`config.mk`:
```
export PLATFORM = sky130hd
export DESIGN_NAME = mem_arbiter
export DESIGN_NICKNAME = d
export VERILOG_FILES = /design/src/rtl/mem_arb_pkg.sv /design/src/rtl/mem_arb_perf.sv /design/src/rtl/mem_arbiter.sv
export SDC_FILE = /design/constraint.sdc
export NUM_CORES = 1
export LEC_CHECK = 0
export ABC_AREA = 1
export BUFFER_PORTS_ARGS = -buffer_cell sky130_fd_sc_hd__buf_4
export CAP_MARGIN = 20
export CELL_PAD_IN_SITES_DETAIL_PLACEMENT = 1
export CELL_PAD_IN_SITES_GLOBAL_PLACEMENT = 1
export CORE_MARGIN = 4
export CORE_UTILIZATION = 30
export CTS_CLUSTER_SIZE = 14
export DETAILED_ROUTE_END_ITERATION = 6
export GPL_TIMING_DRIVEN = 0
export PLACE_DENSITY = 0.73
export SLEW_MARGIN = 40
export SYNTH_ARGS = -nofsm -noshare
export SYNTH_HDL_FRONTEND = slang
export SYNTH_SLANG_ARGS = --single-unit
```
`constraint.sdc`:
```
create_clock -name clk -period 12 [get_ports clk]
set_input_delay 3 -clock clk [delete_from_list [all_inputs] [get_ports clk]]
set_output_delay 3 -clock clk [all_outputs]
set_load 0.02 [all_outputs]
```
`src/rtl/mem_arb_pkg.sv`:
```
// Shared types and reset values for the instruction/data memory arbiter.
// The MEM_ARB_PERF_EN build adds the performance counter bank.
package mem_arb_pkg;

   typedef enum logic [1:0] {
      IDLE   = 2'd0,
      IFETCH = 2'd1,
      DACC   = 2'd2
   } arb_state_t;

   // One increment strobe per counter.
   typedef struct packed {
      logic icyc;
      logic dcyc;
      logic conf;
   } perf_cnt_t;

   localparam arb_state_t RST_STATE = IDLE;
   localparam logic       RST_VALID = 1'b0;
   localparam logic       RST_WE    = 1'b0;

endpackage

```
`src/rtl/mem_arb_perf.sv`:
```
// Stall and conflict counter bank for mem_arbiter.
// Present only when MEM_ARB_PERF_EN is defined.
`ifdef MEM_ARB_PERF_EN
module mem_arb_perf
   import mem_arb_pkg::*;
#(
   parameter int PERF_W = 32
) (
   input  logic              clk,
   input  logic              reset,
   input  perf_cnt_t         inc,
   output logic [PERF_W-1:0] icyc,
   output logic [PERF_W-1:0] dcyc,
   output logic [PERF_W-1:0] conf
);

   always_ff @(posedge clk or posedge reset) begin
      if (reset) begin
         icyc <= '0;
         dcyc <= '0;
         conf <= '0;
      end else begin
         if (inc.icyc) icyc <= icyc + 1'b1;
         if (inc.dcyc) dcyc <= dcyc + 1'b1;
         if (inc.conf) conf <= conf + 1'b1;
      end
   end

endmodule
`endif

```
`src/rtl/mem_arbiter.sv`:
```
// Shares one single-ported memory between fetch and data ports.
// Define MEM_ARB_PERF_EN to add the perf_* counter outputs.
module mem_arbiter
   import mem_arb_pkg::*;
#(
   parameter int ADDR_W = 32,
   parameter int DATA_W = 32
`ifdef MEM_ARB_PERF_EN
   ,
   parameter int PERF_W = 32
`endif
) (
   input  logic              clk,
   input  logic              reset,
   input  logic [ADDR_W-1:0] pc_imem,
   output logic [DATA_W-1:0] imem_instn,
   output logic              Iwait,
   input  logic              memaccessM,
   input  logic              dmem_we,
   input  logic [ADDR_W-1:0] dmem_addr,
   input  logic [DATA_W-1:0] dmem_wd,
   output logic [DATA_W-1:0] dmem_rd,
   output logic              Dwait,
   output logic              mem_req,
   output logic              mem_we,
   output logic [ADDR_W-1:0] mem_addr,
   output logic [DATA_W-1:0] mem_wdata,
   input  logic [DATA_W-1:0] mem_rdata,
   input  logic              mem_ready
`ifdef MEM_ARB_PERF_EN
   ,
   output logic [PERF_W-1:0] perf_icyc,
   output logic [PERF_W-1:0] perf_dcyc,
   output logic [PERF_W-1:0] perf_conf
`endif
);

   arb_state_t        state_q;
   arb_state_t        state_d;
   logic              ld_d;
   logic              ld_i;
   logic              we_q;
   logic [ADDR_W-1:0] addr_q;
   logic [DATA_W-1:0] wdata_q;

   logic              ibuf_valid;
   logic [ADDR_W-1:0] ibuf_tag;
   logic [DATA_W-1:0] ibuf_data;
   logic              dvalid;
   logic [DATA_W-1:0] ddata;

   logic ipend;
   logic dpend;
   logic advance;
   logic i_done;
   logic d_done;

   assign Iwait      = !(ibuf_valid && ibuf_tag == pc_imem);
   assign Dwait      = memaccessM && !dvalid;
   assign imem_instn = ibuf_data;
   assign dmem_rd    = ddata;

   assign ipend   = Iwait;
   assign dpend   = Dwait;
   assign advance = !Iwait && !Dwait;

   // Request is decoded from state so reset withdraws it at once.
   assign mem_req   = (state_q != IDLE);
   assign mem_we    = (state_q == DACC) && we_q;
   assign mem_addr  = addr_q;
   assign mem_wdata = wdata_q;

   assign i_done = (state_q == IFETCH) && mem_ready;
   assign d_done = (state_q == DACC) && mem_ready;

   // Data wins: the M-stage instruction is older than the fetch.
   always_comb begin
      state_d = state_q;
      ld_d    = 1'b0;
      ld_i    = 1'b0;
      unique case (state_q)
         IDLE: begin
            if (dpend) begin
               state_d = DACC;
               ld_d    = 1'b1;
            end else if (ipend) begin
               state_d = IFETCH;
               ld_i    = 1'b1;
            end
         end
         IFETCH, DACC: begin
            if (mem_ready) state_d = IDLE;
         end
         default: state_d = IDLE;
      endcase
   end

   always_ff @(posedge clk or posedge reset) begin
      if (reset) state_q <= RST_STATE;
      else       state_q <= state_d;
   end

   always_ff @(posedge clk or posedge reset) begin
      if (reset) begin
         we_q    <= RST_WE;
         addr_q  <= '0;
         wdata_q <= '0;
      end else if (ld_d) begin
         we_q    <= dmem_we;
         addr_q  <= dmem_addr;
         wdata_q <= dmem_wd;
      end else if (ld_i) begin
         we_q    <= 1'b0;
         addr_q  <= pc_imem;
      end
   end

   // A fetch result is kept even after a redirect; the tag sorts it out.
   always_ff @(posedge clk or posedge reset) begin
      if (reset) begin
         ibuf_valid <= RST_VALID;
         ibuf_tag   <= '0;
         ibuf_data  <= '0;
      end else if (i_done) begin
         ibuf_valid <= 1'b1;
         ibuf_tag   <= addr_q;
         ibuf_data  <= mem_rdata;
      end else if (d_done && we_q && addr_q == ibuf_tag) begin
         ibuf_valid <= 1'b0;
      end
   end

   // dvalid covers one M-stage access until the pipeline advances.
   always_ff @(posedge clk or posedge reset) begin
      if (reset) begin
         dvalid <= RST_VALID;
         ddata  <= '0;
      end else if (d_done && memaccessM) begin
         dvalid <= 1'b1;
         if (!we_q) ddata <= mem_rdata;
      end else if (dvalid && advance) begin
         dvalid <= 1'b0;
      end
   end

`ifdef MEM_ARB_PERF_EN
   perf_cnt_t inc;

   assign inc.icyc = Iwait;
   assign inc.dcyc = Dwait;
   assign inc.conf = (state_q == IDLE) && ipend && dpend;

   mem_arb_perf #(
      .PERF_W (PERF_W)
   ) u_perf (
      .clk   (clk),
      .reset (reset),
      .inc   (inc),
      .icyc  (perf_icyc),
      .dcyc  (perf_dcyc),
      .conf  (perf_conf)
   );
`endif

endmodule

```
==> summary.txt, run 1 <==
status -> complete, no violations
fill count -> 3183
Fin Clk Skew -> 13.9 ps
Avg WL per Cell -> 17.8 um
Yosys reg bits -> 165
antenna violations before repair -> 0
Hold Buf Count CTS -> 0
Setup crit end kind -> primary output
Pwr Density -> 283 nW/um2
First-pass DRT Iterations -> 4
H-tree levels -> 4
sw power -> 1.38 mW
number of global-route vias before repair -> 8086
internal power -> 1.72 mW
setup TNS -> 0 ps
clk sink count -> 165
die area -> 29000 um2
Vias -> 7457
Worst path most repeated cell -> buf_4
Peak Freq -> 141 MHz
Final Hold Vio Count -> 0
chip height -> 170 um
Seq/Total Area, Yosys -> 52.3%
CTS Root Cell -> clkbuf_16
total CTS buffers -> 17
crit path kind -> in -> out
fin. max-slew vios -> 0
Post-synth EDFFs -> 0
RSZ-0062 raised after global routing -> no
sequential power share -> 33.8%
post-CTS setup buffer count -> 0
critical path launch point type -> input port
Remaining DRCs -> 0
worst hold path class -> reg -> reg
Top Ports -> 265
period utilization -> 59.1%
post-DP HPWL -> 22300 um
Total Routing Usage GR -> 19.8%
leading area contributor after synthesis -> dfrtp_1
slowest stage delay, CP -> 210 ps
Initial Util -> 30.4%
Main synth FF type -> dfrtp_1
Post-Synthesis Cells -> 973
Buffers on Ports -> 264
Yosys warnings -> 0
Max VDD drop -> 122 uV
Worst-Margin Slew -> 757 ps
final wirelength -> 28500 um
largest net degree at the start of global routing -> 76
max_cap viols -> 0
Routed Antenna Nets -> 0
sequential cell area -> 4130 um2
CTS resizes -> 0
area fraction of the dominant cell type after synthesis -> 52.3%
CP max stage cell -> and3_1
dpl cell area -> 10400 um2
synth top area cells -> dfrtp_1, nand2_1, o21ai_0
diodes inserted -> 0
width of the die -> 170 um
share of layout cells above drive strength 1 -> 31.4%
Multi-input gate area -> 3090 um2
Final #Nets -> 1394
synthesized area -> 7900 um2
Pleak -> 5.81 nW
share of power burned in the clock network -> 18.1%
Synth async-reset ratio -> 100%
CTS tree -> yes
clk slew on worst S/H paths -> 70 ps
Slew HR -> 49.6%
Comb power frac -> 48.1%
switching share of total power -> 44.5%
First DRT Iteration DRCs -> 333
Yosys cell types -> 33
Rows -> 59
area grow syn2layout -> 38.7%
critical path fanouts, max -> 2
crit-path cells -> buf_4 -> xnor2_1 -> and3_1 -> nand4_1 -> nor3_1 -> nand3b_1 -> buf_4
Post-Layout Inst Area -> 11000 um2
GPL Wtd Cong -> 0.830
placeable core region -> 26000 um2
Worst Path Required -> 9000 ps
GRT overflow -> 0
Synth Area per Inst -> 8.12 um2
CP arrival -> 4090 ps
fin crit period -> 7090 ps
Finish-stage setup viols -> 0
clock buffer depth -> 2
post-synth net total -> 1109
first-pass GRT wire length -> 44900 um
worst skew pair latency -> 430 ps
DR vias/cell -> 4.64
synthesized netlist by cell type (6+ instances only):
master	instances
xor2_1	7
inv_2	20
buf_2	10
dfrtp_1	165
o21ai_2	27
xnor2_1	10
nor2_1	44
nand3_1	12
mux2i_1	6
inv_1	96
nand2_1	344
o21ai_1	11
nand2_2	28
nand4_1	20
nor3_1	8
o21ai_0	105
clkbuf_1	23
a21oi_1	12
per-stage QoR:
step / cells / setup WS [ps] / utilization [%] / hold slack [ps] / total power [mW]
floorplan: 973 / 4540 / - / 443 / 1.91
finish: 1606 / 4910 / 42.2 / 475 / 3.10
CTS: 1606 / 4940 / 42.2 / 478 / 3.15
global route: 1606 / 4820 / 42.2 / 500 / 3.34
global placement: 1572 / 2070 / 39.6 / 456 / 2.53
detailed placement: 1574 / 4940 / 39.9 / 460 / 2.57
cell usage in the layout, fill, tap and decap left out, types with 20 or more instances in the layout:
master / instances
buf_4: 265
clkbuf_1: 23
dfrtp_1: 165
inv_1: 95
inv_2: 20
nand2_1: 344
nand2_2: 28
nand4_1: 20
nor2_1: 44
o21ai_0: 105
o21ai_2: 27
metal layers:
layer	track usage, %	routed length, um	vias up
li1	-	-	3603
met1	24.2	11700	3635
met2	33.8	14200	188
met3	6.43	2170	31
met4	4.93	462	0
met5	0	0	-
power by group through the flow:
| stage | sequential [mW] | clock (mW) | combinational (mW) |
|---|---|---|---|
| after CTS | 1.05 | 0.575 | 1.52 |
| final | 1.05 | 0.562 | 1.49 |
| after detailed placement | 1.05 | 0 | 1.52 |
| after global placement | 1.04 | 0 | 1.48 |
| after floorplan | 1.26 | 0 | 0.646 |
| after global routing | 1.09 | 0.602 | 1.65 |
logic make-up (layout without fill, tap and decap cells):
| group | after synthesis | in the layout | share of synthesized area (%) |
|---|---|---|---|
| simple gates | 467 | 467 | 24.6 |
| flops | 165 | 165 | 52.3 |
| compound gates | 157 | 157 | 11.3 |
| buf+inv | 157 | 455 | 8.61 |
| xor+xnor | 17 | 17 | 1.88 |
| mux | 7 | 7 | 0.903 |
| fa+ha+maj | 3 | 3 | 0.475 |
final timing paths:
kind | cells after the start | slack, ps | to | startpoint
setup / recovery | 7 | 4910 | Iwait | pc_imem[16]
hold / removal | 2 | 480 | mem_wdata[17] | mem_wdata[17]
setup reg to reg | 10 | 9770 | mem_wdata[9] | state_q[0]
hold reg to reg | 2 | 480 | mem_wdata[17] | mem_wdata[17]
max in group asynchronous | 3 | 8840 | ibuf_tag[30] | reset
min in group asynchronous | 2 | 2510 | mem_wdata[20] | reset
critical path, delay by kind of cell:
family | cells | cell delay (ps)
simple gates | 4 | 590
buf+inv | 2 | 300
xor+xnor | 1 | 200
state kept, by name, summed over array words and instances (netlist names):
name and flops:
we_q 1, state_q 2, imem_instn 32, dvalid 1
ibuf_valid 1, ibuf_tag 32, mem_wdata 32, mem_addr 32
dmem_rd 32
layout make-up:
class | instances | area share, %
clock inverter | 13 | 1.26
tap | 335 | 3.83
clock buffer | 19 | 4.13
timing repair buffer | 266 | 18.6
buffer | 41 | 2.24
sequential | 165 | 37.7
multi-input combinational | 651 | 28.2
inverter | 116 | 4.04
Power figures use the tool's default switching activity.
==> inputs of run 2 (changes only) <==
Settings changed: PLACE_DENSITY 0.73 to 0.76.
Clock period 12 ns to 6.5 ns, I/O delays scaled along.
==> run 2 against run 1 <==
- clock-buffer cell count unchanged
- sequential share of layout area is essentially flat
- first-iteration DRC count down 7.5%
- critical path depth did not move
- utilization barely moved
- critical path type unchanged
- non-clock buffer count did not move
- die area is the same
==> summary.txt, run 2 (synthesized netlist as in run 1, its figures left out) <==
critical path launch point type -> input port
Hold Buf Count CTS -> 0 (unchanged)
antenna violations before repair -> 0 (unchanged)
width of the die -> 170 um (unchanged)
Remaining DRCs -> 0 (unchanged)
internal power -> 3.17 mW (+84%)
diodes inserted -> 0 (unchanged)
clk sink count -> 165 (unchanged)
Initial Util -> 30.4% (unchanged)
First DRT Iteration DRCs -> 308 (-7.5%)
status -> complete, no violations
CTS Root Cell -> clkbuf_16
Slew HR -> 48.0% (-1.5 points)
fin. max-slew vios -> 0 (unchanged)
Final Hold Vio Count -> 0 (unchanged)
RSZ-0062 raised after global routing -> no
First-pass DRT Iterations -> 5 (+1)
H-tree levels -> 4 (unchanged)
total CTS buffers -> 17 (unchanged)
Vias -> 7517 (+0.80%)
CP arrival -> 2750 ps (-1340 ps)
CP max stage cell -> xnor2_1
clock buffer depth -> 2 (unchanged)
fin cells -> 1606 (unchanged)
Comb power frac -> 48.2% (about the same)
sw power -> 2.56 mW (+85%)
switching share of total power -> 44.7% (+0.18 points)
crit-path cells -> buf_4 -> xnor2_1 -> and3_1 -> nand4_1 -> nor3_1 -> nand3b_1 -> buf_4
post-CTS setup buffer count -> 0 (unchanged)
fill count -> 3206 (+0.72%)
Pleak -> 5.81 nW (about the same)
Top Ports -> 265 (unchanged)
Peak Freq -> 228 MHz
Multi-input gate area -> 3090 um2 (unchanged)
most frequent cells in the layout -> nand2_1, buf_4, dfrtp_1
crit path kind -> in -> out
slowest stage delay, CP -> 210 ps (about the same)
placeable core region -> 26000 um2 (unchanged)
period utilization -> 67.4%
max_cap viols -> 0 (unchanged)
sequential cell area -> 4130 um2 (unchanged)
Rows -> 59 (unchanged)
Setup crit end kind -> primary output
critical path fanouts, max -> 2 (unchanged)
Buffers on Ports -> 264 (unchanged)
post-DP HPWL -> 22300 um (about the same)
clk slew on worst S/H paths -> 70 ps (about the same)
die area -> 29000 um2 (unchanged)
most common cell after layout, fill and taps aside -> nand2_1
GRT overflow -> 0 (unchanged)
CP bufs+invs -> 2 (unchanged)
Fin Clk Skew -> 14.4 ps (+0.495 ps)
Finish-stage setup viols -> 0 (unchanged)
largest net degree at the start of global routing -> 77 (+1.3%)
chip height -> 170 um (unchanged)
worst hold path class -> reg -> reg
worst skew pair latency -> 430 ps (about the same)
Worst path most repeated cell -> buf_4
sequential power share -> 33.7% (about the same)
first-pass GRT wire length -> 44300 um (-1.4%)
fin crit period -> 4380 ps
placed cell count -> 1574 (unchanged)
Worst-Margin Slew -> 780 ps (+23.3 ps)
Total Routing Usage GR -> 19.4% (-0.33 points)
Final #Nets -> 1394 (unchanged)
Avg WL per Cell -> 17.8 um (about the same)
Routed Antenna Nets -> 0 (unchanged)
GPL Wtd Cong -> 0.833 (+0.40%)
Max VDD drop -> 206 uV (+69%)
number of global-route vias before repair -> 8129 (+0.53%)
Worst Path Required -> 4880 ps (-4120 ps)
area grow syn2layout -> 38.5% (about the same)
CTS resizes -> 0 (unchanged)
final wirelength -> 28500 um (about the same)
Hold WS -> 472 ps (-3.88 ps)
share of layout cells above drive strength 1 -> 31.3% (-0.079 points)
Pwr Density -> 524 nW/um2 (+85%)
CTS tree -> yes
CP top delay family -> simple AND/OR/NAND/NOR gates
DR vias/cell -> 4.68 (+0.80%)
share of power burned in the clock network -> 18.1% (about the same)
[run 2: final timing paths]
kind | startpoint | cells past startpoint | end | slack [ps]
worst max-delay path | pc_imem[16] | 7 | Iwait | 2120
worst min-delay path | mem_wdata[18] | 2 | mem_wdata[18] | 470
worst max register to register | state_q[0] | 10 | mem_wdata[9] | 4260
worst min register to register | mem_wdata[18] | 2 | mem_wdata[18] | 470
max in group asynchronous | reset | 3 | dmem_rd[31] | 4670
min in group asynchronous | reset | 2 | mem_wdata[22] | 1160
[run 2: layer usage]
layer,wire length [um],GRT usage (%),up-vias
li1,-,-,3604
met3,2010,5.76,37
met4,554,5.14,0
met1,11500,23.3,3687
met5,0,0,-
met2,14400,34.2,189
[run 2: power by group through the flow]
stage               clock, mW  combinational, mW  sequential [mW]
detailed placement          0               2.81             1.94
finish                   1.04               2.76             1.93
CTS                      1.06               2.82             1.93
floorplan                   0               1.19             2.33
global route             1.10               3.05             2.00
global placement            0               2.73             1.92
[run 2: layout make-up]
type / count / share of cell area, %
well taps: 335 / 3.83
clock inverters: 13 / 1.27
repair buffers: 266 / 18.6
multi-input cells: 651 / 28.2
flip-flops and latches: 165 / 37.7
clock buffers: 19 / 4.05
plain buffers: 41 / 2.24
inverters: 116 / 4.05
[run 2: worst reg2reg max path, stage by stage (launching register included)]
cell	delay (ps)
dfrtp_1	400
inv_1	80
ha_1	260
inv_1	130
nor2_4	90
inv_2	70
buf_2	240
clkbuf_1	450
buf_2	320
nand2_1	70
nand2_1	80
[run 2: stage by stage]
stage          worst slack [ps]  utilization (%)  instance area (um2)  setup TNS [ps]  total power, mW
2_1_floorplan               413                -                 7900               0             3.52
4_1_cts                    2120             42.1                10900               0             5.81
3_5_place_dp               2130             39.9                10400               0             4.75
5_1_grt                    2050             42.1                10900               0             6.15
6_report                   2120             42.1                10900               0             5.73
3_3_place_gp              -1980             39.6                10300         -324750             4.65
==> inputs of run 3 (changes only) <==
Clock period 6.5 ns to 4 ns, I/O delays scaled along.
==> run 3 against run 2 <==
- sequential share of layout area shrank 0.55 points
- first-iteration DRC count grew 3.9%
- flip-flop and latch count is the same
- routed wire length up 1.3%
- worst hold slack better by 5.6 ps
- die area did not move
- global-route usage up 0.55 points
- via count about the same
- clock skew is 4.9 ps lower
- sequential power rose by 63%
- setup slack lost 1200 ps
- clock power grew 60%
- critical path type unchanged
- critical endpoint unchanged
- largest cell class unchanged
==> summary.txt, run 3 (synthesized netlist as in run 1, its figures left out) <==
status -> complete, no violations
share of layout cells above drive strength 1 -> 31.8% (+0.45 points)
diodes inserted -> 0 (unchanged)
critical path launch point type -> input port
First-pass DRT Iterations -> 4 (-1)
area grow syn2layout -> 40.6%
Setup crit end kind -> primary output
clock buffer depth -> 2 (unchanged)
DR vias/cell -> 4.66 (-0.39%)
GPL Wtd Cong -> 0.840 (+0.88%)
most common cell after layout, fill and taps aside -> nand2_1
max_cap viols -> 0 (unchanged)
period utilization -> 76.8%
total CTS buffers -> 17 (unchanged)
Finish-stage setup viols -> 0 (unchanged)
Top Ports -> 265 (unchanged)
RSZ-0062 raised after global routing -> no
number of global-route vias before repair -> 8227 (+1.2%)
Fin Clk Skew -> 9.46 ps (-4.93 ps)
CP arrival -> 2070 ps (-680 ps)
clk sink count -> 165 (unchanged)
dpl cell area -> 10500 um2 (+1.6%)
die area -> 29000 um2 (unchanged)
Final Hold Vio Count -> 0 (unchanged)
Pleak -> 5.88 nW (+1.1%)
fin crit period -> 3070 ps
width of the die -> 170 um (unchanged)
hold path cells -> 2 (unchanged)
Max VDD drop -> 322 uV (+57%)
Hold Buf Count CTS -> 0 (unchanged)
largest net degree at the start of global routing -> 25 (-68%)
antenna violations before repair -> 0 (unchanged)
Hold Crit Start -> dvalid
Slew HR -> 47.3% (-0.75 points)
R2R Setup Slk -> 1800 ps (-2460 ps)
Remaining DRCs -> 0 (unchanged)
most frequent cells in the layout -> nand2_1, buf_4, dfrtp_1
setup TNS -> 0 ps (unchanged)
First DRT Iteration DRCs -> 320 (+3.9%)
Post-Layout Inst Area -> 11100 um2 (+1.5%)
placeable core region -> 26000 um2 (unchanged)
GRT overflow -> 0 (unchanged)
R2R Path End -> mem_wdata[11]
Routed Antenna Nets -> 0 (unchanged)
post-CTS setup buffer count -> 0 (unchanged)
Avg WL per Cell -> 17.9 um (+0.90%)
Initial Util -> 30.4% (unchanged)
worst setup margin -> 928 ps (-1190 ps)
Worst-Margin Slew -> 791 ps (+11.3 ps)
critical path fanouts, max -> 2 (unchanged)
Hold Path End -> dvalid
crit path kind -> in -> out
Worst Path Required -> 3000 ps (-1880 ps)
clk slew on worst S/H paths -> 70 ps (about the same)
Vias -> 7520 (+0.040%)
worst hold path class -> reg -> reg
reg2reg path depth -> 10 (unchanged)
Rows -> 59 (unchanged)
chip height -> 170 um (unchanged)
post-DP HPWL -> 23000 um (+3.1%)
Pwr Density -> 840 nW/um2 (+60%)
Peak Freq -> 326 MHz
CTS resizes -> 0 (unchanged)
FF-to-FF Start -> state_q[0]
Buffers on Ports -> 264 (unchanged)
Post-Place Worst Slack -> 941 ps (-1190 ps)
final wirelength -> 28900 um (+1.3%)
first-pass GRT wire length -> 45500 um (+2.7%)
worst skew pair latency -> 430 ps (about the same)
fin. max-slew vios -> 0 (unchanged)
CTS tree -> yes
Total Routing Usage GR -> 20.0% (+0.55 points)
H-tree levels -> 4 (unchanged)
Final #Nets -> 1401 (+0.50%)
CTS Root Cell -> clkbuf_16
[run 3: cell count changes in the layout (fill, tap and decap cells not counted), sizes merged]
cell | previous run | this run
clkinvlp | 0 | 3
buf | 284 | 291
inv | 124 | 122
clkbuf | 42 | 41
[run 3: critical path: stages]
cell and delay [ps]:
buf_4 120, xnor2_1 210, and3_1 190, nand4_1 90, nor3_1 140, nand3b_1 130
buf_4 180
[run 3: how the worst max path moves through the flow]
stage | start | end
3_3_place_gp | reset | mem_wdata[21]
5_1_grt | pc_imem[12] | Iwait
4_1_cts | pc_imem[16] | Iwait
2_1_floorplan | reset | dmem_rd[0]
3_5_place_dp | pc_imem[16] | Iwait
6_report | pc_imem[16] | Iwait
[run 3: per-layer routing]
metal	part of all wire [%]	track usage [%]	wire length, um	vias to the layer above
met2	51	35.0	14700	197
met4	1.8	5.52	530	0
met1	40	23.9	11600	3672
met5	0	0	0	-
met3	7.1	5.97	2040	36
li1	-	-	-	3615
[run 3: metrics by stage]
step,instances,util (%),total power [mW],hold slack (ps)
5_1_grt,1613,42.8,10.0,505
3_3_place_gp,1572,39.7,7.56,456
3_5_place_dp,1581,40.5,7.75,464
6_report,1613,42.8,9.33,477
2_1_floorplan,973,-,5.73,443
4_1_cts,1613,42.8,9.46,481
[run 3: layout make-up]
class / count / area, um2
clock buffer: 18 / 439
sequential: 165 / 4130
inverter: 116 / 439
fill: 3168 / 14900
tap: 335 / 419
buffer: 41 / 245
clock inverter: 14 / 139
multi-input combinational: 651 / 3090
timing repair buffer: 273 / 2210
[run 3: power breakdown]
| part | leakage [nW] | switching [mW] | internal, mW | total [mW] |
|---|---|---|---|---|
| Combinational | 3.56 | 2.72 | 1.81 | 4.53 |
| Clock | 0.282 | 0.768 | 0.893 | 1.66 |
| Sequential | 2.03 | 0.674 | 2.46 | 3.14 |
